[config.mk]
export PLATFORM = sky130hd
export DESIGN_NAME = imem_loader
export DESIGN_NICKNAME = d
export VERILOG_FILES = /design/src/rtl/legv8_pkg.sv /design/src/rtl/imem_word_packer.sv /design/src/rtl/imem_loader.sv
export SDC_FILE = /design/constraint.sdc
export NUM_CORES = 1
export LEC_CHECK = 0
export ABC_AREA = 1
export CORE_ASPECT_RATIO = 2
export CORE_UTILIZATION = 55
export DETAILED_ROUTE_END_ITERATION = 7
export GPL_ROUTABILITY_DRIVEN = 0
export MAX_ROUTING_LAYER = met4
export PLACE_DENSITY = 0.87
export SETUP_SLACK_MARGIN = 0.4
export SYNTH_ARGS = -nofsm -noshare
export SYNTH_HDL_FRONTEND = slang
export SYNTH_SLANG_ARGS = --single-unit
[constraint.sdc]
create_clock -name clk -period 1.99 [get_ports clk]
set_input_delay 0.398 -clock clk [delete_from_list [all_inputs] [get_ports clk]]
set_output_delay 0.398 -clock clk [all_outputs]
set_load 0.01 [all_outputs]
[src/rtl/legv8_pkg.sv]
// Shared types for the LEGv8 core slice: loader FSM encoding and instruction geometry.
package legv8_pkg;

  localparam int INSTR_W         = 32;
  localparam int BYTES_PER_INSTR = 4;

  typedef enum logic [2:0] {
    LD_IDLE,
    LD_HDR,
    LD_DATA,
    LD_WRITE,
    LD_SINK,
    LD_DONE
  } ld_state_e;

endpackage

[src/rtl/imem_word_packer.sv]
// Big-endian byte-to-word packer; the word is valid the cycle after the 4th strobe.
// No backpressure of its own: word_full flags the strobe that completes a word.
module imem_word_packer
  import legv8_pkg::*;
(
  input  logic               clk,
  input  logic               rst_n,
  input  logic               clear,
  input  logic               byte_vld,
  input  logic [7:0]         byte_dat,
  output logic [INSTR_W-1:0] word,
  output logic               word_full
);

  logic [1:0]         byte_cnt;
  logic [INSTR_W-1:0] shift_q;

  assign word      = shift_q;
  assign word_full = byte_vld && (byte_cnt == 2'(BYTES_PER_INSTR - 1));

  always_ff @(posedge clk or negedge rst_n) begin
    if (!rst_n) begin
      byte_cnt <= '0;
      shift_q  <= '0;
    end else if (clear) begin
      byte_cnt <= '0;
      shift_q  <= '0;
    end else if (byte_vld) begin
      // counter wraps to 0 after the 4th byte, ready for the next word
      byte_cnt <= byte_cnt + 2'd1;
      shift_q  <= {shift_q[INSTR_W-9:0], byte_dat};
    end
  end

endmodule

[src/rtl/imem_loader.sv]
// Instruction memory loader: 16-bit BE word count then BE program bytes; one write per 5 cycles best case.
// in_ready drops for the single WRITE cycle and outside HDR/DATA/SINK; the core is held until a load succeeds.
module imem_loader
  import legv8_pkg::*;
#(
  parameter int                ADDR_W      = 64,
  parameter int                DEPTH_WORDS = 256,
  parameter logic [ADDR_W-1:0] BASE_ADDR   = '0
) (
  input  logic               clk,
  input  logic               rst_n,
  input  logic               start,
  input  logic [7:0]         in_data,
  input  logic               in_valid,
  output logic               in_ready,
  output logic               im_wr_en,
  output logic [ADDR_W-1:0]  im_wr_addr,
  output logic [INSTR_W-1:0] im_wr_data,
  output logic               cpu_hold,
  output logic               load_done,
  output logic               load_err
);

  localparam logic [16:0] DEPTH_LIM = 17'(DEPTH_WORDS);

  ld_state_e          state, state_nxt;
  logic               accept;
  logic               hdr_idx_q;
  logic [15:0]        count_q;
  logic [15:0]        cnt_full;
  logic [15:0]        word_idx_q;
  logic [17:0]        sink_left_q;
  logic [ADDR_W-1:0]  wr_addr_cur;
  logic [ADDR_W-1:0]  last_addr_q;
  logic [INSTR_W-1:0] last_data_q;
  logic               pk_clear;
  logic               pk_vld;
  logic [INSTR_W-1:0] pk_word;
  logic               pk_full;

  assign in_ready    = (state == LD_HDR) || (state == LD_DATA) || (state == LD_SINK);
  assign accept      = in_valid && in_ready;
  assign pk_vld      = in_valid && (state == LD_DATA);
  assign pk_clear    = (state == LD_IDLE) && start;
  assign cnt_full    = {count_q[15:8], in_data};
  assign wr_addr_cur = BASE_ADDR + (ADDR_W'(word_idx_q) << 2);

  assign im_wr_en   = (state == LD_WRITE);
  assign im_wr_addr = im_wr_en ? wr_addr_cur : last_addr_q;
  assign im_wr_data = im_wr_en ? pk_word : last_data_q;

  imem_word_packer u_packer (
    .clk       (clk),
    .rst_n     (rst_n),
    .clear     (pk_clear),
    .byte_vld  (pk_vld),
    .byte_dat  (in_data),
    .word      (pk_word),
    .word_full (pk_full)
  );

  always_ff @(posedge clk or negedge rst_n) begin
    if (!rst_n) state <= LD_IDLE;
    else        state <= state_nxt;
  end

  always_comb begin
    state_nxt = state;
    case (state)
      LD_IDLE: if (start) state_nxt = LD_HDR;
      LD_HDR: begin
        if (accept && hdr_idx_q) begin
          if (cnt_full == 16'd0)                 state_nxt = LD_DONE;
          else if ({1'b0, cnt_full} > DEPTH_LIM) state_nxt = LD_SINK;
          else                                   state_nxt = LD_DATA;
        end
      end
      LD_DATA:  if (pk_full) state_nxt = LD_WRITE;
      LD_WRITE: state_nxt = (word_idx_q + 16'd1 == count_q) ? LD_DONE : LD_DATA;
      LD_SINK:  if (accept && sink_left_q == 18'd1) state_nxt = LD_IDLE;
      LD_DONE:  state_nxt = LD_IDLE;
      default:  state_nxt = LD_IDLE;
    endcase
  end

  always_ff @(posedge clk or negedge rst_n) begin
    if (!rst_n) begin
      hdr_idx_q   <= 1'b0;
      count_q     <= '0;
      word_idx_q  <= '0;
      sink_left_q <= '0;
      last_addr_q <= BASE_ADDR;
      last_data_q <= '0;
      cpu_hold    <= 1'b1;
      load_done   <= 1'b0;
      load_err    <= 1'b0;
    end else begin
      case (state)
        LD_IDLE: begin
          if (start) begin
            hdr_idx_q  <= 1'b0;
            word_idx_q <= '0;
            cpu_hold   <= 1'b1;
            load_done  <= 1'b0;
            load_err   <= 1'b0;
          end
        end
        LD_HDR: begin
          if (accept) begin
            if (!hdr_idx_q) begin
              count_q[15:8] <= in_data;
              hdr_idx_q     <= 1'b1;
            end else begin
              count_q     <= cnt_full;
              sink_left_q <= {cnt_full, 2'b00};
              if (state_nxt == LD_SINK) load_err <= 1'b1;
            end
          end
        end
        LD_WRITE: begin
          word_idx_q  <= word_idx_q + 16'd1;
          last_addr_q <= wr_addr_cur;
          last_data_q <= pk_word;
        end
        LD_SINK: if (accept) sink_left_q <= sink_left_q - 18'd1;
        default: ;
      endcase
      // success flags go live on the same edge that enters DONE
      if (state_nxt == LD_DONE && state != LD_DONE) begin
        load_done <= 1'b1;
        cpu_hold  <= 1'b0;
      end
    end
  end

endmodule

==> summary.txt <==
Run status
  • Status: finished, violations left
  • Violations in the final reports: design-rule violations, negative setup slack

Critical path
  • Reg2Reg Depth: 11
  • Crit start category: flip-flop
  • Worst path depth: 11
  • Largest stage delay on the critical path: 0.46 ns
  • WP data arrival: roughly 2.9 ns
  • CP Max Fanout: 5
  • WS Path Type: reg -> reg
  • Critical path, cell by cell: nand2_1, nor2_1, nand3_1, nand2_1, nand3_1, nand2_1, nand2_2, nor2_4, nand4_4, nand4_1, a21oi_1
  • Cell repeated most along the worst path: nand2_1
  • CP Data Required Time: between 2 and 2.5 ns
  • Delay-heaviest family, CP: simple AND/OR/NAND/NOR gates
  • Crit end category: flip-flop
  • Crit path buf inv count: 0
  • Slowest-stage cell, CP: dfrtp_1

Synth
  • Asr flop ratio synth: 1.000
  • Yosys warnings: 0
  • Sequential share of the synthesized area: 0.5870
  • Syn Area/Cell: just under 9 um2
  • Synthesized cell area: 0.007974 mm2
  • Distinct cell type count after synthesis: 38
  • Synthesized Nets: between 900 and 1000
  • Main synth FF type: dfrtp_1
  • Post-synth EDFFs: 0
  • Mapped Cells: 899
  • #FFs+latches synth: between 150 and 200

Layout
  • Nets: 1146
  • Cell area after layout: approximately 0.012 mm2
  • Area Growth Syn to Fin: 55.41%
  • Layout cells sized above 1: 0.4212
  • Diode count: 0

GRT
  • Antenna violations before repair: 0
  • First-pass GRT wire length: 35.74 mm
  • Largest net degree at the start of global routing: 51
  • Total track usage: 0.3287
  • Grt ovf: 0
  • Number of global-route vias before repair: 7124

Routing
  • Via Count: 8459
  • Starting DRT DRC Count: 1139
  • First-pass iteration count of the detailed router: 8
  • DRC viols: 7
  • Drt total wl: 33.09 mm
  • WL per Instance: ~25 um
  • Post-route ant nets: 0
  • DR vias/cell: 6.355

Die
  • Initial core utilization: 0.5678
  • Die area: around 0.015 mm2
  • Die height: about 170 um
  • Rows: 61
  • I/O pin count: between 100 and 150
  • Total core area: ~0.014 mm2
  • Die Wd: between 80 and 90 um

Power
  • Clock Power Share: 0.235
  • PwrDens: approximately 1200 mW/mm2
  • Combinational cell fraction of total power: 0.408
  • Worst vdd rail ir drop: approximately 1.0 mV
  • Sw Ratio: 0.3995
  • Internal power: between 8000 and 9000 uW
  • Sw power: around 5900 uW
  • Seq pwr share: 0.356
  • LEAKAGE: about 0.0057 uW

STA
  • # setup viols final: 105
  • Fmax: between 300 and 400 MHz
  • Min Tclk post-route: roughly 2.5 ns
  • Pins Over Slew Limit: 0
  • Slew at the pin closest to its max-slew limit: ~0.52 ns
  • RSZ-0062 raised after global routing: true
  • Clk_skew: around 0.011 ns
  • Rel. slew slack: 0.6561
  • Hold Fails Final Rpt: 0
  • Setup slack after layout: -0.5503 ns
  • Period utilisation layout: 1.277

CTS
  • Num Clock Sinks: around 190
  • Worst-path clk slew: about 0.080 ns
  • CTS Buf Count: 17
  • Worst-Skew Late Latency: 0.46 ns
  • TritonCTS clock tree: yes
  • Clk root buf: clkbuf_16
  • Clk buf depth: 2
  • CTS HTree Levels: 4

Placement
  • Dpl ws: -0.2844 ns
  • Number of port buffers: between 100 and 150
  • Post-DP HPWL: roughly 14 mm
  • DP Area: around 0.010 mm2

Flow run
  • MaxCap Viol Count: 0

Hold path
  • Worst hold-check path type: in -> async
[worst register-to-register path: stages (launching register included)]
cell and delay (ns):
dfrtp_1 0.46, nand2_1 0.15, nor2_1 0.36, nand3_1 0.33, nand2_1 0.21, nand3_1 0.11
nand2_1 0.13, nand2_2 0.09, nor2_4 0.15, nand4_4 0.15, nand4_1 0.18, a21oi_1 0.09
[state kept, by name (all words and copies together) (netlist names), 2 cells and up]
register / cells
last_addr_q: 64
last_data_q: 32
u_packer.word: 32
sink_left_q: 18
count_q: 16
word_idx_q: 16
state: 3
u_packer.byte_cnt: 2
[power groups by stage]
stage / clock network, uW / logic [uW] / registers, uW
final: 3490 / 6060 / 5290
after global routing: 3640 / 6320 / 5320
after CTS: 3410 / 4200 / 5040
after detailed placement: 0 / 4110 / 5080
after global placement: 0 / 4000 / 5060
after floorplan: 0 / 2430 / 4980
[timing repair]
item / CTS / global route
cloned: 4 / 7
pin swaps: 4 / 37
gates resized for setup: 489 / 325
endpoints found under the setup margin: 175 / 191
hold buffers: 1 / 0
buffers inserted: 13 / 43
hold endpoints to repair: 43 / 0
[per-stage QoR]
| step | total power (uW) | hold slack [ns] | instances | util | TNS (ns) |
|---|---|---|---|---|---|
| final | 14830 | 0.4492 | 1331 | 0.8824 | -27.90 |
| after global routing | 15280 | 0.5011 | 1331 | 0.8824 | -34.91 |
| after CTS | 12650 | 0.4717 | 1281 | 0.7600 | -15.47 |
| after detailed placement | 9192 | 0.3724 | 1232 | 0.7092 | -16.03 |
| after global placement | 9062 | 0.3760 | 1232 | 0.7092 | -12.30 |
| after floorplan | 7419 | 0.1024 | 899 | - | 0 |
[cells by family (layout without fill, tap and decap cells)]
family | Yosys count | after routing | synth area share
simple gates | 339 | 340 | 0.1848
flops | 187 | 187 | 0.5870
buf+inv | 186 | 428 | 0.08787
compound gates | 170 | 170 | 0.1180
xor+xnor | 13 | 13 | 0.01600
fa+ha+maj | 4 | 4 | 0.006277
[path summary, 6_finish.rpt]
check / to / slack [ns] / from
worst min register to register: last_data_q[19] / 0.48 / last_data_q[19]
worst min-delay path: state[2] / 0.45 / rst_n
worst max-delay path: load_err / -0.55 / word_idx_q[6]
worst max register to register: load_err / -0.55 / word_idx_q[6]
min in group clk: last_data_q[19] / 0.48 / last_data_q[19]
max in group asynchronous: last_data_q[21] / 0.83 / rst_n
[synth_stat cells, types with 2 or more instances]
cell,count,area share
a21oi_1,20,0.013
buf_1,5,0.0024
buf_2,2,0.0013
clkbuf_1,24,0.011
dfrtp_1,186,0.58
ha_1,4,0.0063
inv_1,149,0.070
inv_2,6,0.0028
nand2_1,171,0.080
nand2_2,6,0.0047
nand3_1,37,0.023
nand3_2,2,0.0025
nand3b_1,2,0.0019
nand4_1,14,0.011
nor2_1,87,0.041
nor2_2,3,0.0024
nor2_4,5,0.0071
nor3_1,8,0.0050
o211ai_1,2,0.0019
o21ai_0,86,0.054
o21ai_1,9,0.0056
o221ai_1,2,0.0022
o22ai_1,43,0.034
o31ai_1,2,0.0019
xnor2_1,2,0.0022
xor2_1,10,0.011
[cell usage in the layout (no fill, tap or decap), types with 10 or more instances in the layout]
master and n:
inv_1 142, o21ai_1 21, clkbuf_16 23, nand3_1 33, nand4_1 14, a21oi_1 15
buf_2 38, nand2_4 14, dfrtp_1 185, nand2_1 110, buf_4 69, clkdlybuf4s50_1 12
o21ai_2 23, o21ai_0 23, o21ai_4 28, o22ai_1 42, nor2_4 51, buf_12 19
buf_6 84, nor2_2 16, xor2_1 10, nor2_1 28, nand2_2 52
[layout make-up]
| class | instances | area, um2 |
|---|---|---|
| fillers | 519 | 1652 |
| flip-flops and latches | 187 | 4682 |
| multi-input cells | 527 | 3757 |
| repair inverters | 1 | 16.27 |
| clock inverters | 12 | 127.6 |
| clock buffers | 19 | 452.9 |
| inverters | 155 | 608.1 |
| well taps | 189 | 236.5 |
| repair buffers | 241 | 2511 |
[routing by layer]
layer  track usage  part of all wire
met3       0.06778             0.093
met5             -                 0
met4        0.2331              0.11
met2        0.5597              0.49
met1        0.3305              0.31
No activity file was read; power rests on OpenSTA's default activity.
